<file path="src/rtl/cci_mpf_shim_edge_fiu_rd_inject.sv">
// rtl/cci_mpf_shim_edge_fiu_rd_inject.sv - merges internal client line reads into the AFU c0 read stream at the FIU edge
//
// Ports:
//   clk, reset                      clock, synchronous active-high reset
//   afu_rd_valid/addr/mdata, deq    AFU read FIFO head; deq is combinational
//   fiu_alm_full                    FIU c0 almost full (blocks all issue)
//   fiu_rd_valid/addr/mdata         registered read request to FIU
//   fiu_rsp_valid/mdata/data        FIU read response
//   afu_rsp_valid/mdata/data        registered response for AFU-originated reads
//   cl_req_en/addr, cl_req_rdy      per-client read request handshake
//   cl_rsp_en, cl_rsp_data          registered one-hot client response strobe, shared data
//   err                             sticky: [0] AFU used reserved Mdata bit, [1] orphan internal response
module cci_mpf_shim_edge_fiu_rd_inject #(
  parameter int N_CLIENTS        = 2,
  parameter int ADDR_WIDTH       = 42,
  parameter int MDATA_WIDTH      = 16,
  parameter int DATA_WIDTH       = 512,
  parameter int RSV_MDATA_IDX    = 15,
  parameter int MAX_INJECT_BURST = 4,
  parameter int MAX_OUTSTANDING  = 2
) (
  input  logic                            clk,
  input  logic                            reset,
  input  logic                            afu_rd_valid,
  input  logic [ADDR_WIDTH-1:0]           afu_rd_addr,
  input  logic [MDATA_WIDTH-1:0]          afu_rd_mdata,
  output logic                            afu_rd_deq,
  input  logic                            fiu_alm_full,
  output logic                            fiu_rd_valid,
  output logic [ADDR_WIDTH-1:0]           fiu_rd_addr,
  output logic [MDATA_WIDTH-1:0]          fiu_rd_mdata,
  input  logic                            fiu_rsp_valid,
  input  logic [MDATA_WIDTH-1:0]          fiu_rsp_mdata,
  input  logic [DATA_WIDTH-1:0]           fiu_rsp_data,
  output logic                            afu_rsp_valid,
  output logic [MDATA_WIDTH-1:0]          afu_rsp_mdata,
  output logic [DATA_WIDTH-1:0]           afu_rsp_data,
  input  logic [N_CLIENTS-1:0]            cl_req_en,
  input  logic [N_CLIENTS*ADDR_WIDTH-1:0] cl_req_addr,
  output logic [N_CLIENTS-1:0]            cl_req_rdy,
  output logic [N_CLIENTS-1:0]            cl_rsp_en,
  output logic [DATA_WIDTH-1:0]           cl_rsp_data,
  output logic [1:0]                      err
);

  localparam int CID_W   = (N_CLIENTS > 1) ? $clog2(N_CLIENTS) : 1;
  localparam int CNT_W   = $clog2(MAX_OUTSTANDING + 1);
  localparam int BURST_W = $clog2(MAX_INJECT_BURST + 1);

  logic [N_CLIENTS-1:0]   pending;
  logic [ADDR_WIDTH-1:0]  pend_addr [N_CLIENTS];
  logic [CNT_W-1:0]       cnt [N_CLIENTS];
  logic [BURST_W-1:0]     burst_cnt;
  logic [CID_W-1:0]       rr_ptr;

  logic                   any_pending;
  logic                   inject;
  logic [CID_W-1:0]       win_id;
  logic [CID_W-1:0]       id_hi;
  logic [CID_W-1:0]       id_lo;
  logic                   win_hi;
  logic [ADDR_WIDTH-1:0]  inj_addr;
  logic [MDATA_WIDTH-1:0] inj_mdata;
  logic [N_CLIENTS-1:0]   iss;
  logic [N_CLIENTS-1:0]   rsp_dec;
  logic                   rsp_rsv;
  logic [CID_W-1:0]       rsp_id;
  logic                   orphan;

  assign any_pending = |pending;
  assign rsp_rsv     = fiu_rsp_mdata[RSV_MDATA_IDX];
  assign rsp_id      = fiu_rsp_mdata[CID_W-1:0];

  // AFU may only be held off while the burst budget lasts.
  assign inject = !fiu_alm_full && any_pending &&
                  ((int'(burst_cnt) < MAX_INJECT_BURST) || !afu_rd_valid);
  assign afu_rd_deq = !fiu_alm_full && !inject && afu_rd_valid;

  // Round-robin pick: lowest pending index >= rr_ptr, else lowest pending
  // index overall (wrap). Descending scan so the lowest match is kept.
  always_comb begin
    id_hi  = '0;
    id_lo  = '0;
    win_hi = 1'b0;
    for (int i = N_CLIENTS - 1; i >= 0; i--) begin
      if (pending[i]) begin
        id_lo = CID_W'(i);
        if (i >= int'(rr_ptr)) begin
          id_hi  = CID_W'(i);
          win_hi = 1'b1;
        end
      end
    end
    win_id = win_hi ? id_hi : id_lo;
  end

  always_comb begin
    inj_addr  = '0;
    inj_mdata = '0;
    inj_mdata[RSV_MDATA_IDX] = 1'b1;
    inj_mdata[CID_W-1:0]     = win_id;
    for (int i = 0; i < N_CLIENTS; i++) begin
      if (win_id == CID_W'(i)) inj_addr = pend_addr[i];
    end
  end

  // Ids beyond N_CLIENTS match no client and therefore fall out as orphans.
  always_comb begin
    iss     = '0;
    rsp_dec = '0;
    for (int i = 0; i < N_CLIENTS; i++) begin
      iss[i]       = inject && (win_id == CID_W'(i));
      rsp_dec[i]   = fiu_rsp_valid && rsp_rsv && (rsp_id == CID_W'(i)) && (cnt[i] != '0);
      cl_req_rdy[i] = !pending[i] && (int'(cnt[i]) < MAX_OUTSTANDING);
    end
    orphan = fiu_rsp_valid && rsp_rsv && !(|rsp_dec);
  end

  always_ff @(posedge clk) begin
    if (reset) begin
      pending       <= '0;
      burst_cnt     <= '0;
      rr_ptr        <= '0;
      fiu_rd_valid  <= 1'b0;
      afu_rsp_valid <= 1'b0;
      cl_rsp_en     <= '0;
      err           <= '0;
      for (int i = 0; i < N_CLIENTS; i++) cnt[i] <= '0;
    end else begin
      for (int i = 0; i < N_CLIENTS; i++) begin
        if (iss[i]) pending[i] <= 1'b0;
        else if (cl_req_en[i] && cl_req_rdy[i]) pending[i] <= 1'b1;

        if (iss[i] && !rsp_dec[i]) cnt[i] <= cnt[i] + 1'b1;
        else if (rsp_dec[i] && !iss[i]) cnt[i] <= cnt[i] - 1'b1;
      end

      // Under back-pressure the burst count is frozen; otherwise any
      // non-injecting cycle (AFU forwarded or nothing pending) clears it.
      if (!fiu_alm_full) begin
        if (inject) begin
          if (int'(burst_cnt) < MAX_INJECT_BURST) burst_cnt <= burst_cnt + 1'b1;
          if (int'(win_id) == N_CLIENTS - 1) rr_ptr <= '0;
          else rr_ptr <= win_id + 1'b1;
        end else begin
          burst_cnt <= '0;
        end
      end

      fiu_rd_valid  <= inject || afu_rd_deq;
      afu_rsp_valid <= fiu_rsp_valid && !rsp_rsv;
      cl_rsp_en     <= rsp_dec;
      if (afu_rd_valid && afu_rd_mdata[RSV_MDATA_IDX]) err[0] <= 1'b1;
      if (orphan) err[1] <= 1'b1;
    end
  end

  always_ff @(posedge clk) begin
    for (int i = 0; i < N_CLIENTS; i++) begin
      if (cl_req_en[i] && cl_req_rdy[i]) pend_addr[i] <= cl_req_addr[i*ADDR_WIDTH +: ADDR_WIDTH];
    end
    fiu_rd_addr   <= inject ? inj_addr : afu_rd_addr;
    fiu_rd_mdata  <= inject ? inj_mdata : afu_rd_mdata;
    afu_rsp_mdata <= fiu_rsp_mdata;
    afu_rsp_data  <= fiu_rsp_data;
    cl_rsp_data   <= fiu_rsp_data;
  end

endmodule

</file>
<file path="config.mk">
export PLATFORM = sky130hd
export DESIGN_NAME = cci_mpf_shim_edge_fiu_rd_inject
export DESIGN_NICKNAME = d
export VERILOG_FILES = /design/src/rtl/cci_mpf_shim_edge_fiu_rd_inject.sv
export SDC_FILE = /design/constraint.sdc
export NUM_CORES = 1
export LEC_CHECK = 0
export ABC_CLOCK_PERIOD_IN_PS = 5200
export CAP_MARGIN = 20
export CORE_AREA = 3 3 687 689
export DETAILED_ROUTE_END_ITERATION = 16
export DIE_AREA = 0 0 690 692
export DONT_BUFFER_PORTS = 1
export HOLD_SLACK_MARGIN = 0.06
export PLACE_DENSITY = 0.3
export SYNTH_ARGS = -nofsm -noshare
export SYNTH_HDL_FRONTEND = slang
export SYNTH_SLANG_ARGS = --single-unit
</file>
<file path="constraint.sdc">
create_clock -name clk -period 5.2 [get_ports clk]
set_input_delay 0.52 -clock clk [delete_from_list [all_inputs] [get_ports clk]]
set_output_delay 0.52 -clock clk [all_outputs]
set_load 0.01 [all_outputs]
</file>
* After elaboration in Yosys (flattened, before gate mapping) *
Memories as Yosys holds them, arrays and structs flattened.
Cells that the tools add are included.

cells by class
  add/sub/neg operators = 6
  order comparisons = 4
  reductions and logical operators = 43
  muxes and demuxes = 37
  eq/ne operators = 1
  bitwise gates (word level) = 7

operator list
  operator             count
  $mux 42              2
  $mux 1               29
  $logic_and 1x1->1    22
  $logic_not 1->1      11
  $mux 2               4
  $reduce_or 2->1      4
  $mux 3               2
  $add 2x1->2 const B  2
  $lt 2x2->1 const B   2
  $or 1x1->1           4
  $reduce_and 2->1     2
  $reduce_bool 2->1    2
  $sub 2x1->2 const B  2
  $add 3x1->3 const B  1
  $lt 3x3->1 const B   1
  $not 1->1            3
  $logic_or 1x1->1     2
  $ne 2x1->1 const B   1
  $add 1x1->1 const B  1
  $ge 1x1->1 const A   1

storage, ports and cells
  memories = 2
  input bits = 677
  RAM bits = 88
  bits in registers = 598
  logic and storage cells = 114
  output and inout port bits = 1107

memory list
  name       words  width  read ports  clocked after memory_dff  wr ports  line  source
  pend_addr  2      42     2           0                         2         51    logic [ADDR_WIDTH-1:0] pend_addr [N_CLIENTS];
  cnt        2      2      2           0                         2         52    logic [CNT_W-1:0] cnt [N_CLIENTS];

* Depth between registers and ports, before layout *
Gate-level depths: netlist of run 1.

  word-level depth = 13
  gate-level depth with buffers = 6

* Least setup slack after synthesis of run 1 *
Ideal clock, no wire load.

  kind = reg2reg
  start point = memory cnt[0][1] (netlist bit)
  end point = memory pend_addr[0][0], enable pin
  setup time = 0.403 ns
  slack = 3.098 ns
  arrival = 1.698 ns
  period minus slack after synthesis = 2.102 ns
  path buffers = 0
  stages on the path, launching flop included = 3
  cell sequence = edfxtp_1 -> nor2_1 -> and2_1

RTL lines
  element          line
  start, declared  52
  end, declared    51

* Worst setup path in the final report of run 1 *
  start point = register pending[0]
  end point = output afu_rd_deq

on the way
  cells in the longest elaborated chain, start to end = 6

RTL lines
  element                          line  source
  start, declared                  50    logic [N_CLIENTS-1:0] pending;
  start signal, assigned           121   pending <= '0;
  start signal, assigned by index  131   if (iss[i]) pending[i] <= 1'b0;
  start signal, assigned by index  132   else if (cl_req_en[i] && cl_req_rdy[i]) pending[i] <= 1'b1;
  $reduce_or 2->1                  70    assign any_pending = |pending;
  $logic_and 1x1->1 (2 in series)  75    assign inject = !fiu_alm_full && any_pending &&
  $logic_not 1->1                  77    assign afu_rd_deq = !fiu_alm_full && !inject && afu_rd_valid;
  $logic_and 1x1->1 (2 in series)  77
  end, declared                    27    output logic afu_rd_deq,

Every way passes these cells.

==> results of run 1 <==
-- final timing paths --
kind,to,from,depth (start not counted)
max,afu_rd_deq,pending[0]$_SDFFE_PP0P_,3
min,cl_rsp_data[451]$_DFF_P_,fiu_rsp_data[451],1
max reg2reg,pend_addr[0][7]$_DFFE_PP_,cnt[0][1]$_SDFFCE_PN0P_,3
min reg2reg,fiu_rd_addr[30]$_DFF_P_,pend_addr[0][30]$_DFFE_PP_,2
-- per-layer routing --
layer  share of wire [%]  wire length (µm)
met1                  34            114000
met2                  43            145000
met3                  19             65400
met4                 3.2             10800
met5                0.44              1470
-- cells by family (layout without fill, tap and decap cells) --
logic type | after synthesis | in the layout
AOI/OAI and AO/OA | 66 | 66
xor gates and xnor gates | 1 | 1
adders and majority gates | 2 | 2
buffers and inverters | 578 | 977
DFF | 686 | 686
muxes | 1 | 1
other | 0 | 157
and+or+nand+nor | 48 | 48
-- critical path: cells and delay by family (launching register included) --
family          cells  cell delay (ns)
compound gates      1             0.63
simple gates        2             0.54
flops               1             0.37
-- through the flow --
step	power (W)	worst slack [ns]	hold slack, ns	std cells
5_1_grt	0.0166	2.08	0.121	8046
2_1_floorplan	0.00663	3.10	0.430	1382
4_1_cts	0.0165	2.09	0.0690	7979
3_5_place_dp	0.00769	2.99	0.445	7107
3_3_place_gp	0.00769	3.03	0.444	7107
6_report	0.0159	2.29	0.196	8136
-- Yosys cell counts (5+ instances only) --
master                     count  share of area [%]
sky130_fd_sc_hd__nor3_1        5               0.13
sky130_fd_sc_hd__buf_2         8               0.20
sky130_fd_sc_hd__and2_1       16               0.51
sky130_fd_sc_hd__buf_4       512                 20
sky130_fd_sc_hd__dfxtp_1     598                 61
sky130_fd_sc_hd__a21oi_1       6               0.15
sky130_fd_sc_hd__buf_6         7               0.40
sky130_fd_sc_hd__nor2_1       10               0.19
sky130_fd_sc_hd__edfxtp_1     88                 13
sky130_fd_sc_hd__a222oi_1     42                2.1
sky130_fd_sc_hd__inv_1        48               0.92
-- area by class of cell --
| type | instances | share of cell area, % |
|---|---|---|
| Clock inverter | 70 | 2.45 |
| Timing Repair Buffer | 735 | 20.8 |
| Antenna cell | 157 | 1.13 |
| Sequential cell | 686 | 42.0 |
| Tap cell | 6198 | 22.3 |
| Multi-Input combinational cell | 118 | 2.68 |
| Inverter | 48 | 0.518 |
| Clock buffer | 124 | 8.11 |
-- state kept, by name, summed over array words and instances (netlist names) --
signal and cells:
afu_rsp_mdata 16, cl_rsp_data 512, cl_rsp_en 2, cnt 4
burst_cnt 3, fiu_rd_addr 42, afu_rsp_valid 1, pending 2
rr_ptr 1, pend_addr 84, err 2, fiu_rd_valid 1
fiu_rd_mdata 16
-- power breakdown --
part           internal, W  switching (W)
combinational     0.000437       0.000650
sequential         0.00572        0.00128
clock              0.00457        0.00325
total               0.0107        0.00518
-- placed cells by master (no fill, tap or decap), types with 6 or more instances in the layout --
cell type / instances
sky130_fd_sc_hd__nor2_1: 10
sky130_fd_sc_hd__clkbuf_8: 8
sky130_fd_sc_hd__and2_1: 14
sky130_fd_sc_hd__inv_1: 48
sky130_fd_sc_hd__edfxtp_1: 88
sky130_fd_sc_hd__dlygate4sd3_1: 678
sky130_fd_sc_hd__clkinv_1: 7
sky130_fd_sc_hd__clkbuf_16: 107
sky130_fd_sc_hd__bufinv_16: 13
sky130_fd_sc_hd__clkinv_2: 8
sky130_fd_sc_hd__diode_2: 157
sky130_fd_sc_hd__clkinv_4: 16
sky130_fd_sc_hd__clkbuf_1: 9
sky130_fd_sc_hd__buf_4: 55
sky130_fd_sc_hd__a21oi_1: 6
sky130_fd_sc_hd__dfxtp_1: 590
sky130_fd_sc_hd__a222oi_1: 42
sky130_fd_sc_hd__inv_6: 17
sky130_fd_sc_hd__dfxtp_2: 8
==> results.txt, run 1 <==
The core area is 467000 µm². The distinct cell type count after synthesis is 38. The register-to-register setup slack came out at 3.23 ns.

The number of pins with negative max-slew slack in the final report is 0. The worst slew slack as a fraction of its limit is 16.6%. After detailed routing, the number of remaining DRC violations is 0. The adder-cell share of the synthesized area came out at 0.127%. The die width came out at 690 µm. The storage element area is 14600 µm². The met1 track demand over resource in global routing is 13.4%.

The worst supply voltage drop on vdd came out at 0.268 mV. The combined area of the multi-input logic cells is 933 µm². The hold-fix buffer count after cts came out at 678. The finished cells cover 34800 µm². The worst setup path is of the reg2out kind. Dividing the detail-routed via count by the number of cells gives 1.75. The leakage dissipation came out at 11.3 nW. From synthesis to final layout, the design area changed by 76.8%. Clock-pin slew was measured on the worst setup and hold paths at 0.06 ns. After synthesis, the largest family of logic cells by area is buffers and inverters.

After synthesis, the share of flip-flops with an asynchronous set or reset is 0%. The largest clock skew in the final design came out at 0.0726 ns. The number of global-route vias before repair came to 13700.

Data on the critical path is required at its endpoint by 4.68 ns. The net count of the finished layout is 2374. Port buffering added 0 buffers. The number of nets still failing antenna checks after routing came out at 0. The largest fanout of any net on the critical path is 61. The top achievable clock speed came out at 0.344 GHz. Yosys mapped a number of flops with a built-in enable equal to 88. The number of antenna violations at the first check in global routing came out at 360.

In the synthesized netlist the dominant register cell turns out to be sky130_fd_sc_hd__dfxtp_1. The I/O pin count is 1784. Counting the fill cells in the layout gives 54100. The vertical die dimension came out at 692 µm.

The post-synthesis xor/xnor area fraction is 0.0445%. The worst setup path is launched from a flip-flop. The initial DRC count is 1332. The synthesized net count came out at 2061.

The count of cells resized by post-cts repair came out at 0. In the final timing run, aggregate negative setup slack is 0 ns. For this run the aggregate overflow at the end of global routing stands at 0. The detailed-routing iteration count for the pre-antenna-repair pass came out at 8. Synthesis produced a netlist whose cell count is 1382. Walking the worst path, the cells encountered are nor2_2, a211o_4, and3_1. The element type at the critical path end is an output port. The number of sinks on the clock net is 686. The routed design could run at a clock period as short as 2.91 ns.

The synthesized area is 19700 µm². The area of the die came out at 477000 µm². The maximum number of pins on one net before global-route repair is 62. The clock passes through at most 4 buffers. The number of warnings issued by yosys is 0. The share of post-route cells with drive strength above 1 came out at 14.1%.

The global-route usage over all layers is 13.6%. The number of rows created at floorplan came out at 251. The root buffer cell is sky130_fd_sc_hd__clkbuf_16. The met3 track utilization from global routing came out at 12.2%. The critical path's largest stage delay is 0.63 ns. The final estimated routing congestion in global placement came out at 0.862. The half-perimeter wire length after detailed placement is 309000 µm. The worst min-delay path category is in2reg. Dividing total power by cell area gives a power density of 457 nW/µm². After synthesis, flip-flops and latches occupy 74.2% of the total area. Setup violations remaining at the end of the flow were counted as 0. The routed layout has 14200 vias. The number of max-capacitance violations reported is 0.

The critical path arrival is 2.39 ns. TritonCTS built the clock tree. CTS built an H-tree with a depth of 3. The average size of a mapped cell came out at 14.2 µm². The final standard cell utilization of the core is 7.46%. The count of final hold-check violations came out at 0.

The pin slew with the least headroom to its limit is 1.25 ns. Setup repair after global routing left no endpoint under its margin. In this run the post-CTS setup repair buffer count came out at 0. In the final routed layout, each cell accounts on average for 41.3 µm.

The number of buffers inserted during clock tree synthesis came out at 106. The slowest stage of the critical path is the sky130_fd_sc_hd__a211o_4 cell. The synthesized netlist devotes 1.39% of its cell area to simple gates. For met2 alone, demand over resource in global routing was 20.8%. The layer flagged by global routing as most heavily used is met2.

The final wirelength came out at 336000 µm. The flip-flop and latch count after synthesis is 686. After layout, the worst path uses 55.9% of the clock period. Once the floorplan was initialized, standard cells occupied 4.22% of the core. The first-pass GRT wire length came out at 370000 µm. After detailed placement, the total cell area comes to 23900 µm².

The run finished with clean final reports. The area fraction in compound gates after synthesis came out at 3.03%. The post-synthesis mux area share is 0.0509%.

The source-to-sink clock delay at the later pin of the worst-skew pair came out at 0.86 ns.
(Power assumes the default switching activity.)
==> inputs of run 2 (changes only) <==
- ABC_CLOCK_PERIOD_IN_PS: 5200 -> 2800
- clock period: 5.2 -> 2.8 ns (I/O delays scaled with it)
==> results.txt, run 2 (same netlist as run 1, synthesis figures left out) <==
The number of nets still failing antenna checks after routing was 0 (unchanged). The number of max-capacitance violations reported is 0 (unchanged). The number of buffers on the longest clock path is 4 (unchanged). The worst min-delay path category is in2reg. The root buffer cell is sky130_fd_sc_hd__clkbuf_16. The top achievable clock speed came out at 0.397 GHz.

The shortest clock period the worst path allows after layout is 2.52 ns. The pin slew with the least headroom to its limit came to 1.26 ns (+0.0139 ns). In the final layout, the registers with the most flip-flops are cl_rsp_data x512, pend_addr x84, fiu_rd_addr x42. The number of rows created at floorplan came out at 251 (unchanged). The ratio of total power to cell area is 749 nW/µm² (+64%).

The core area is 467000 µm² (unchanged). The worst endpoint required time is 2.52 ns (-2.16 ns). The number of port buffers is 0 (unchanged).

The source-to-sink clock delay at the later pin of the worst-skew pair is 0.85 ns (about the same). The area added between synthesis and finish came out at 105%. The number of sinks on the clock net came out at 686 (unchanged).

The setup-violating endpoint count in the final report is 0 (unchanged). The count of H-tree levels built during CTS is 3 (unchanged). Setup repair after global routing left no endpoint under its margin.

The largest clock skew in the final design came out at 0.0616 ns (-0.0110 ns). The number of global-route vias before repair came out at 16300 (+19%). The worst slew slack as a fraction of its limit came out at 15.6% (-0.93 points). The leakage dissipation is 13.7 nW (+21%). The count of final hold-check violations is 0 (unchanged). The setup path with the least slack is of type reg2out. The library cell used most frequently in the layout, excluding fill and tap cells, is sky130_fd_sc_hd__dlygate4sd3_1.

In the layout the commonest cells are sky130_fd_sc_hd__dlygate4sd3_1 (1224), sky130_fd_sc_hd__dfxtp_1 (589), sky130_fd_sc_hd__clkbuf_16 (107). The detailed-routing iteration count for the pre-antenna-repair pass came out at 6 (-2). The total negative slack for setup checks was 0 ns (unchanged). The worst supply voltage drop on vdd is 0.589 mV (+120%). Ranked by flip-flop count, first place goes to cl_rsp_data. The half-perimeter wire length after detailed placement came out at 308000 µm (-0.34%).

The final cycle utilization of the critical path is 90.0%. The share of post-route cells with drive strength above 1 is 12.4% (-1.8 points). The via total after detailed routing came out at 16300 (+15%). The final wirelength came out at 343000 µm (+1.8%). TritonCTS built the clock tree.

The element type at the critical path end is an output port. The maximum number of pins on one net before global-route repair is 45 (-27%). The clock transition time at the flip-flop clock pins of the worst setup and hold paths came to 0.07 ns (about the same).

The net count of the finished layout is 2952 (+24%). The number of pins with negative max-slew slack in the final report is 0 (unchanged). The average wire per standard cell is 39.5 µm (-4.4%).

The vias per cell came out at 1.88 (+7.6%). The number of buffers inserted during clock tree synthesis came out at 106 (unchanged). The DRC violation count after routing was 0 (unchanged). The run finished with clean final reports.

The vertical die dimension came out at 692 µm (unchanged). The initial core utilization came out at 4.22% (unchanged). The critical path arrival is 2.24 ns (-0.15 ns). The overall power consumption is 0.0303 W (+90%). The remaining global-route overflow is 0 (unchanged).

The I/O pin count was 1784 (unchanged). The register-to-register setup slack came out at 0.29 ns (-2.94 ns). The number of flip-flops under the largest register name came out at 512 (unchanged). The die width is 690 µm (unchanged).

The largest fanout of any net on the critical path came out at 16 (-74%). The first-pass GRT wire length is 384000 µm (+3.7%). The global-route usage over all layers was 13.9% (+0.30 points). The number of antenna violations at the first check in global routing was 278 (-23%). The critical path launch point type is a flip-flop. The initial DRC count is 1403 (+5.3%). The final estimated routing congestion in global placement came to 0.876 (+1.7%). The area of the die is 477000 µm² (unchanged).
==> run 2: power breakdown <==
part,switching (W),total (W),internal (W)
combinational,0.00163,0.00303,0.00140
sequential,0.00225,0.0129,0.0106
clock,0.00613,0.0144,0.00823
==> run 2: path summary, 6_finish.rpt <==
check | to | startpoint | depth (start not counted)
setup reg to reg | fiu_rd_addr[21]$_DFF_P_ | burst_cnt[2]$_SDFFE_PP0P_ | 6
hold reg to reg | fiu_rd_addr[35]$_DFF_P_ | pend_addr[0][35]$_DFFE_PP_ | 2
setup / recovery | afu_rd_deq | burst_cnt[2]$_SDFFE_PP0P_ | 2
hold / removal | cl_rsp_data[461]$_DFF_P_ | fiu_rsp_data[461] | 1
==> run 2: worst max-delay path, cell delays in order, from the launching register on <==
cell and delay [ns]:
sky130_fd_sc_hd__dfxtp_2 0.65, sky130_fd_sc_hd__a211o_4 0.44, sky130_fd_sc_hd__and3_1 0.30
==> run 2: area by class of cell <==
cell class	instances	area, µm²
Fill cell	53800	426000
Sequential cell	686	14600
Timing Repair Buffer	1311	13000
Tap cell	6198	7750
Clock buffer	120	2820
Multi-Input combinational cell	120	966
Clock inverter	71	785
Antenna cell	111	278
Inverter	48	180
==> run 2: through the flow <==
| stage | instance area (µm²) | hold slack (ns) | cells | setup WS, ns | utilization, % |
|---|---|---|---|---|---|
| 3_3_place_gp | 24200 | 0.308 | 7136 | 0.926 | 5.19 |
| 4_1_cts | 40100 | 0.0602 | 8554 | 0.0701 | 8.60 |
| 3_5_place_dp | 24200 | 0.308 | 7136 | 0.844 | 5.19 |
| 6_report | 40400 | 0.146 | 8665 | 0.279 | 8.66 |
| 2_1_floorplan | 19700 | 0.308 | 1382 | 0.698 | - |
| 5_1_grt | 40300 | 0.0760 | 8622 | 0.143 | 8.64 |
==> run 2: what timing repair did <==
action	4_1_cts	5_1_grt
endpoints found under the setup margin	1	1
resized for setup	2	1
pin swaps	2	0
endpoints found under the hold margin	774	0
setup buffers	1	0
gates cloned	2	0
hold buffers	1224	0
==> run 2: metal layers <==
metal | global-route usage (%) | part of all wire [%] | wire length [µm]
met2 | 21.1 | 43 | 146000
met1 | 14.2 | 35 | 120000
met4 | 4.21 | 3.6 | 12400
met5 | 0.410 | 0.33 | 1120
met3 | 11.5 | 18 | 62400
==> edit: new RTL, config.mk and constraints of run 2 <==
Put one more register stage on the output `err`, with the module's reset. The value now appears one clock later. The other outputs are not delayed to match.
--- a/src/rtl/cci_mpf_shim_edge_fiu_rd_inject.sv
+++ b/src/rtl/cci_mpf_shim_edge_fiu_rd_inject.sv
@@ -46,6 +46,8 @@
   localparam int CID_W   = (N_CLIENTS > 1) ? $clog2(N_CLIENTS) : 1;
   localparam int CNT_W   = $clog2(MAX_OUTSTANDING + 1);
   localparam int BURST_W = $clog2(MAX_INJECT_BURST + 1);
+
+  logic [1:0] err_s0;
 
   logic [N_CLIENTS-1:0]   pending;
   logic [ADDR_WIDTH-1:0]  pend_addr [N_CLIENTS];
@@ -124,7 +126,7 @@
       fiu_rd_valid  <= 1'b0;
       afu_rsp_valid <= 1'b0;
       cl_rsp_en     <= '0;
-      err           <= '0;
+      err_s0        <= '0;
       for (int i = 0; i < N_CLIENTS; i++) cnt[i] <= '0;
     end else begin
       for (int i = 0; i < N_CLIENTS; i++) begin
@@ -150,8 +152,8 @@
       fiu_rd_valid  <= inject || afu_rd_deq;
       afu_rsp_valid <= fiu_rsp_valid && !rsp_rsv;
       cl_rsp_en     <= rsp_dec;
-      if (afu_rd_valid && afu_rd_mdata[RSV_MDATA_IDX]) err[0] <= 1'b1;
-      if (orphan) err[1] <= 1'b1;
+      if (afu_rd_valid && afu_rd_mdata[RSV_MDATA_IDX]) err_s0[0] <= 1'b1;
+      if (orphan) err_s0[1] <= 1'b1;
     end
   end
 
@@ -166,5 +168,13 @@
     cl_rsp_data   <= fiu_rsp_data;
   end
 
+  always_ff @(posedge clk) begin
+    if (reset) begin
+      err <= '0;
+    end else begin
+      err <= err_s0;
+    end
+  end
+
 endmodule
 
Function: not settled (the Yosys comparison gave no result); the edit may change what the design does.
==> edit against run 2 <==
- final area is 0.39% lower
- total power is 0.11% higher
- sequential share of layout area is 0.25 points higher
- worst setup slack worse by 0.11 ns
- highest routed layer unchanged
- sequential cell count is 2 higher
- global-route usage is 0.19 points higher
- synthesized area is 0.27% higher
- critical path type unchanged
- worst hold slack better by 0.0051 ns
- routed wire length is 1.4% higher
==> edit: results (changes against run 2) <==
dp.cells: 7142  # +0.084%
cts_buffers: 105  # -0.94%
grt_max_degree: 48  # +6.7%
seqPwrFrac: 0.429  # +0.004
synthToLayoutAreaGrowth_pct: 104
synth_xor_area_frac: 0.000444  # -0.00000118
ir_drop_mv: 0.640  # +8.7%
grtUsageTotal: 0.141  # +0.00192
synthMuxAreaShare: 0.000507  # -0.00000135
pre_cts_slack_ns: 0.855  # +0.0115 ns
cts_hold_buffers: 1217  # -0.57%
synth_nets: 2065  # +0.19%
drt-initial-drc-count: 1562  # +11%
netlist_instances: 1386  # +0.29%
crit_start: "pending[1]"
crit_slowest_cell: "dfxtp_1"
synth_common_cells: "dfxtp_1 (600), buf_4 (512), edfxtp_1 (88)"
holdCritStartpoint: "fiu_rsp_data[323]"
drt-met1-wl_um: 121000  # +0.99%
gp_congestion: 0.927  # +5.8%
outcome: "finished clean"
p_sw_w: 0.00995  # -0.54%
drive_gt1_frac: 0.121  # -0.00271
min_to: "cl_rsp_data[323]"
reg2reg_slack_ns: 0.45  # +0.16 ns
insertion_delay_ns: 0.88  # +0.03 ns
finalNonFillerCells: 8659  # -0.069%
via_per_inst: 1.88  # +0.19%
dpl_cell_area_um2: 24200  # -0.10%
fill_cells: 53800  # +0.11%
wl_met3_um: 57200  # -8.4%
ctsResizeCount: 1  # -1
crit_fanout: 37  # +21
synth_fa_ha_area_frac: 0.00127  # -0.00000339
worst_clock_skew_ns: 0.0456  # -0.0160 ns
ys_seq_area_frac: 0.743  # about the same
ys_top_cells_by_area: "dfxtp_1 (61%), buf_4 (19%), edfxtp_1 (13%)"
max_stage_delay_ns: 0.46  # -0.19 ns
synth-compound-area-share: 0.0302  # -0.0000807
wl_um: 348000  # +1.4%
tightestPinTransition_ns: 1.16  # -0.106 ns
wl_met2_um: 152000  # +3.9%
edit: cell types whose count changed after synthesis, sizes merged:
cell / before / now
buf: 528 / 527
dfxtp: 598 / 600
clkbuf: 2 / 3
nor2b: 1 / 3
edit: worst register-to-register path: cells and delay by family (launching register included):
kind / cells / cell delay [ns]
flops: 1 / 0.46
compound gates: 2 / 0.82
simple gates: 1 / 0.09
buf+inv: 3 / 0.87
edit: routing by layer:
layer | vias to the layer above | track usage
li1 | 5950 | -
met1 | 7657 | 0.143
met2 | 1880 | 0.219
met3 | 619 | 0.106
met4 | 188 | 0.0488
met5 | - | 0.0173
edit: area by class of cell:
| cell class | count | area share |
|---|---|---|
| timing repair buffer | 1305 | 0.319 |
| multi-input combinational | 120 | 0.0234 |
| inverter | 48 | 0.00448 |
| antenna | 110 | 0.00684 |
| tap | 6198 | 0.193 |
| sequential | 688 | 0.364 |
| clock buffer | 128 | 0.0707 |
| clock inverter | 62 | 0.0182 |
